$ cat src/rtl/axi4_lite_master.sv
// Single-outstanding AXI4-Lite master: turns one valid/ready command into one
// AXI4-Lite read or write and returns the data/response on a valid/ready port.
module axi4_lite_master #(
  parameter int ADDRESS_WIDTH = 32,
  parameter int DATA_WIDTH    = 32
) (
  input  logic                      ACLK,
  input  logic                      ARESETN,
  input  logic                      cmd_valid,
  output logic                      cmd_ready,
  input  logic                      cmd_write,
  input  logic [ADDRESS_WIDTH-1:0]  cmd_addr,
  input  logic [DATA_WIDTH-1:0]     cmd_wdata,
  input  logic [DATA_WIDTH/8-1:0]   cmd_wstrb,
  output logic                      rsp_valid,
  input  logic                      rsp_ready,
  output logic [DATA_WIDTH-1:0]     rsp_rdata,
  output logic [1:0]                rsp_resp,
  output logic [ADDRESS_WIDTH-1:0]  M_AXI_ARADDR,
  output logic                      M_AXI_ARVALID,
  input  logic                      M_AXI_ARREADY,
  input  logic [DATA_WIDTH-1:0]     M_AXI_RDATA,
  input  logic [1:0]                M_AXI_RRESP,
  input  logic                      M_AXI_RVALID,
  output logic                      M_AXI_RREADY,
  output logic [ADDRESS_WIDTH-1:0]  M_AXI_AWADDR,
  output logic                      M_AXI_AWVALID,
  input  logic                      M_AXI_AWREADY,
  output logic [DATA_WIDTH-1:0]     M_AXI_WDATA,
  output logic [DATA_WIDTH/8-1:0]   M_AXI_WSTRB,
  output logic                      M_AXI_WVALID,
  input  logic                      M_AXI_WREADY,
  input  logic [1:0]                M_AXI_BRESP,
  input  logic                      M_AXI_BVALID,
  output logic                      M_AXI_BREADY,
  output logic [2:0]                dbg_state
);

  localparam int STRB_WIDTH = DATA_WIDTH / 8;

  typedef enum logic [2:0] {
    IDLE  = 3'd0,
    RADDR = 3'd1,
    RDATA = 3'd2,
    WRITE = 3'd3,
    WRESP = 3'd4,
    RSP   = 3'd5
  } state_t;

  state_t                    state, state_d;
  logic [ADDRESS_WIDTH-1:0]  addr_q, addr_d;
  logic [DATA_WIDTH-1:0]     wdata_q, wdata_d;
  logic [STRB_WIDTH-1:0]     wstrb_q, wstrb_d;
  logic [DATA_WIDTH-1:0]     rdata_d;
  logic [1:0]                resp_d;
  logic                      rsp_valid_d;
  logic                      arvalid_d, rready_d, awvalid_d, wvalid_d, bready_d;
  logic                      aw_done, aw_done_d, w_done, w_done_d;

  // Handshake rule on every channel: a transfer happens on the rising edge
  // where VALID and READY are both high; VALID never drops before that edge
  // and the payload is held constant from VALID rising until the transfer.
  assign cmd_ready     = (state == IDLE) && ARESETN;
  assign M_AXI_ARADDR  = addr_q;
  assign M_AXI_AWADDR  = addr_q;
  assign M_AXI_WDATA   = wdata_q;
  assign M_AXI_WSTRB   = wstrb_q;
  assign dbg_state     = state;

  always_ff @(posedge ACLK or negedge ARESETN) begin
    if (!ARESETN) begin
      state         <= IDLE;
      addr_q        <= '0;
      wdata_q       <= '0;
      wstrb_q       <= '0;
      rsp_rdata     <= '0;
      rsp_resp      <= '0;
      rsp_valid     <= 1'b0;
      M_AXI_ARVALID <= 1'b0;
      M_AXI_RREADY  <= 1'b0;
      M_AXI_AWVALID <= 1'b0;
      M_AXI_WVALID  <= 1'b0;
      M_AXI_BREADY  <= 1'b0;
      aw_done       <= 1'b0;
      w_done        <= 1'b0;
    end else begin
      state         <= state_d;
      addr_q        <= addr_d;
      wdata_q       <= wdata_d;
      wstrb_q       <= wstrb_d;
      rsp_rdata     <= rdata_d;
      rsp_resp      <= resp_d;
      rsp_valid     <= rsp_valid_d;
      M_AXI_ARVALID <= arvalid_d;
      M_AXI_RREADY  <= rready_d;
      M_AXI_AWVALID <= awvalid_d;
      M_AXI_WVALID  <= wvalid_d;
      M_AXI_BREADY  <= bready_d;
      aw_done       <= aw_done_d;
      w_done        <= w_done_d;
    end
  end

  always_comb begin
    state_d     = state;
    addr_d      = addr_q;
    wdata_d     = wdata_q;
    wstrb_d     = wstrb_q;
    rdata_d     = rsp_rdata;
    resp_d      = rsp_resp;
    rsp_valid_d = rsp_valid;
    arvalid_d   = M_AXI_ARVALID;
    rready_d    = M_AXI_RREADY;
    awvalid_d   = M_AXI_AWVALID;
    wvalid_d    = M_AXI_WVALID;
    bready_d    = M_AXI_BREADY;
    aw_done_d   = aw_done;
    w_done_d    = w_done;
    unique case (state)
      IDLE: begin
        if (cmd_valid) begin
          addr_d  = cmd_addr;
          wdata_d = cmd_wdata;
          wstrb_d = cmd_wstrb;
          if (cmd_write) begin
            awvalid_d = 1'b1;
            wvalid_d  = 1'b1;
            state_d   = WRITE;
          end else begin
            arvalid_d = 1'b1;
            state_d   = RADDR;
          end
        end
      end
      RADDR: begin
        if (M_AXI_ARVALID && M_AXI_ARREADY) begin
          arvalid_d = 1'b0;
          rready_d  = 1'b1;
          state_d   = RDATA;
        end
      end
      RDATA: begin
        if (M_AXI_RVALID) begin
          rready_d    = 1'b0;
          rdata_d     = M_AXI_RDATA;
          resp_d      = M_AXI_RRESP;
          rsp_valid_d = 1'b1;
          state_d     = RSP;
        end
      end
      WRITE: begin
        // AW and W retire independently; whichever finishes first waits for the other.
        if (M_AXI_AWVALID && M_AXI_AWREADY) begin
          aw_done_d = 1'b1;
          awvalid_d = 1'b0;
        end
        if (M_AXI_WVALID && M_AXI_WREADY) begin
          w_done_d = 1'b1;
          wvalid_d = 1'b0;
        end
        if (aw_done_d && w_done_d) begin
          aw_done_d = 1'b0;
          w_done_d  = 1'b0;
          bready_d  = 1'b1;
          state_d   = WRESP;
        end
      end
      WRESP: begin
        if (M_AXI_BVALID) begin
          bready_d    = 1'b0;
          rdata_d     = '0;
          resp_d      = M_AXI_BRESP;
          rsp_valid_d = 1'b1;
          state_d     = RSP;
        end
      end
      RSP: begin
        if (rsp_ready) begin
          rsp_valid_d = 1'b0;
          state_d     = IDLE;
        end
      end
      default: state_d = IDLE;
    endcase
  end

endmodule

$ cat config.mk
export PLATFORM = sky130hd
export DESIGN_NAME = axi4_lite_master
export DESIGN_NICKNAME = d
export VERILOG_FILES = /design/src/rtl/axi4_lite_master.sv
export SDC_FILE = /design/constraint.sdc
export NUM_CORES = 1
export LEC_CHECK = 0
export CAP_MARGIN = 20
export CORE_MARGIN = 5
export CORE_UTILIZATION = 40
export CTS_CLUSTER_SIZE = 16
export DETAILED_ROUTE_END_ITERATION = 16
export PLACE_DENSITY = 0.83
export SLEW_MARGIN = 10
export SYNTH_ARGS = -nofsm -noshare
export SYNTH_HDL_FRONTEND = slang
export SYNTH_SLANG_ARGS = --single-unit
$ cat constraint.sdc
create_clock -name ACLK -period 2.4 [get_ports ACLK]
set_input_delay 0.36 -clock ACLK [delete_from_list [all_inputs] [get_ports ACLK]]
set_output_delay 0.36 -clock ACLK [all_outputs]
set_load 0.03 [all_outputs]
==> flow_summary_export.csv <==
group,metric,value,unit
synth,synth_edf_count,0,
worst_setup_path,crit_required,2.04,ns
floorplanning,dieWidth,120,um
power_and_ir_drop,vdd_drop_max,0.654,mV
cts,clk_latency,0.40,ns
drt,wire_per_inst,17.3,um
synth,yosys.area.top_type_share,58.3,%
synth,synth_nets,510,
power_and_ir_drop,power_leakage,3.43,nW
cts,cts_max_path_buffers,2,
worst_setup_path,start_kind,"register",
sta,worst_pin_slew,0.969,ns
worst_setup_path,crit_family,"buffers and inverters",
drt,drt_wl_total,13500,um
final_layout,drive_above_1_share,16.8,%
global_routing,track_usage,18.5,%
global_routing,grt_pass1_vias,3862,
place,hpwlAfterDp,10200,um
worst_setup_path,r2r_start,"dbg_state[2]",
cts,cts-root-buf,"clkbuf_16",
floorplanning,coreArea,12000,sq um
sta,setup_viol,0,
worst_setup_path,criticalPathCategory,"reg2out",
floorplanning,rows,40,
worst_setup_path,crit_slowest_cell,"clkdlybuf4s50_1",
worst_setup_path,rr_endpoint,"rsp_rdata[24]",
floorplanning,start_util,40.6,%
global_routing,grt-ovfl-total,0,
drt,drc_errors,0,
floorplanning,dieArea,14400,sq um
cts,cts.sinks,113,
synth,seq_area_frac_synth,58.3,%
worst_setup_path,r2r_cells,3,
global_routing,antenna_found_initial,0,
global_routing,grt_start_max_net_pins,71,
sta,period_share,90.0,%
worst_setup_path,cp.buffers_inverters,1,
worst_setup_path,endpoint_kind,"output pin",
sta,max_freq,463,MHz
synth,synth_cell_type_count,32,
worst_setup_path,critPathMaxFanout,12,
synth,ys.flop_type,"dfrtp_1",
cts,cts_resized,0,
final_layout,final_nets,737,
drt,via_count,3691,
sta,clock_skew,0.0101,ns
worst_setup_path,r2r_setup_slack,0.32,ns
global_routing,grt_pass1_wl,21000,um
synth,avgSynthCellArea,12.3,sq um
synth,ys_async_sr_fraction,100,%
synth,synth_area_leader_cell,"dfrtp_1",
power_and_ir_drop,power_density,1670,nW/um^2
place,placed_cell_area,7260,sq um
final_layout,post-route-cell-area,7880,sq um
floorplanning,die_h,120,um
synth,ys_top_cells_by_area,"dfrtp_1, mux2_2, nand2_1, mux2_4, buf_4",
cts,h-tree-depth,4,
synth,synth_cells,396,
sta,hold_viol,0,
final_layout,syn_to_final_growth,62.4,%
drt,viasPerCell,4.71,
cts,cts_buffers,17,
status,status,"complete, no violations",
drt,postRouteAntennaNets,0,
place,port_buffers,257,
floorplanning,ioPinCount,258,
synth,ys_ff_latch,113,
worst_setup_path,crit_chain,"clkdlybuf4s50_1",
place,routabilityCongestion,0.855,
final_layout,antenna_cells,0,
synth,netlist_area,4850,sq um
worst_setup_path,max_stage_delay,0.77,ns
drt,drt_iter0_markers,191,
sta,finalMaxSlewViolations,0,
sta,slew_headroom,35.4,%
hold_path,hp-class,"in2async",
cts,cts_setup_buffers,0,
worst_setup_path,worstPathArrival,1.80,ns
flow_run,drv_cap,0,
drt,drt_pass1_iterations,4,
final_layout,final_cell_mix,"clkdlybuf4s50_1, dfrtp_1, nand2_1, mux2_2, o21ai_0",
sta,rsz0062_at_grt,"no",
sta,setup-tns-final,0,ns
cts,tritoncts,"yes",
final_layout,layout_commonest_cell,"clkdlybuf4s50_1",
sta,period_needed,2.16,ns
cts,path_clk_slew,0.06,ns
synth,yosysWarningCount,0,
cts,ctsHoldBuffers,0,
registers in the layout (all words and copies together) (netlist names), 2 cells and up:
name          cells
M_AXI_WSTRB       4
rsp_rdata        32
M_AXI_WDATA      32
dbg_state         3
rsp_resp          2
M_AXI_ARADDR     32
cell type report:
cell class	instances	area, sq um
repair buffers	262	2620
well taps	147	184
clock inverters	13	185
multi-input cells	225	1610
fillers	883	4080
flip-flops and latches	113	2830
inverters	4	15.0
clock buffers	19	433
cells by family after synthesis:
kind of cell    count (synthesis)  synth area share, %
simple gates                   95                 8.66
compound gates                 59                 6.78
buf+inv                        58                 8.51
flops                         113                 58.3
mux                            71                 17.8
metal layers:
metal	wire length (um)	global-route usage, %
met5	0	0
met4	51	4.51
met3	1350	8.48
met2	6980	32.0
met1	5140	20.8
worst max path at each step:
| stage | cells after the start | end | slack, ns | start |
|---|---|---|---|---|
| floorplan | 3 | cmd_ready | 0.08 | dbg_state[0] |
| global placement | 4 | rsp_rdata[26] | 0.34 | M_AXI_BVALID |
| detailed placement | 4 | rsp_rdata[25] | 0.27 | M_AXI_BVALID |
| CTS | 2 | cmd_ready | 0.03 | dbg_state[2] |
| global route | 3 | rsp_rdata[11] | 0.11 | dbg_state[2] |
| finish | 1 | dbg_state[2] | 0.24 | dbg_state[2] |
stage by stage:
step / std cells / util (%) / total power [mW] / worst slack [ns] / hold WS (ns)
detailed placement: 751 / 60.7 / 10.6 / 0.267 / 0.469
finish: 783 / 65.9 / 13.2 / 0.240 / 0.0851
global placement: 751 / 60.7 / 10.5 / 0.336 / 0.460
CTS: 783 / 65.9 / 13.3 / 0.0326 / 0.0983
global route: 783 / 65.9 / 13.8 / 0.107 / 0.132
floorplan: 396 / - / 7.98 / 0.0758 / 0.0644
power breakdown:
part | leakage, nW | switching, mW | internal [mW] | total [mW]
logic | 1.76 | 3.93 | 3.14 | 7.07
clock network | 0.298 | 0.890 | 1.74 | 2.63
registers | 1.37 | 0.620 | 2.85 | 3.47
total | 3.43 | 5.44 | 7.73 | 13.2
cells in the mapped netlist (all sizes together) (2+ instances only):
cell type / instances
dfrtp: 113
nand2: 76
mux2: 68
buf: 48
o21ai: 41
nor2: 7
a21oi: 6
clkbuf: 6
inv: 4
a31oi: 3
mux2i: 3
nand3b: 3
a21o: 2
nor4b: 2
o2bb2ai: 2
or2: 2
Power figures use the tool's default switching activity.
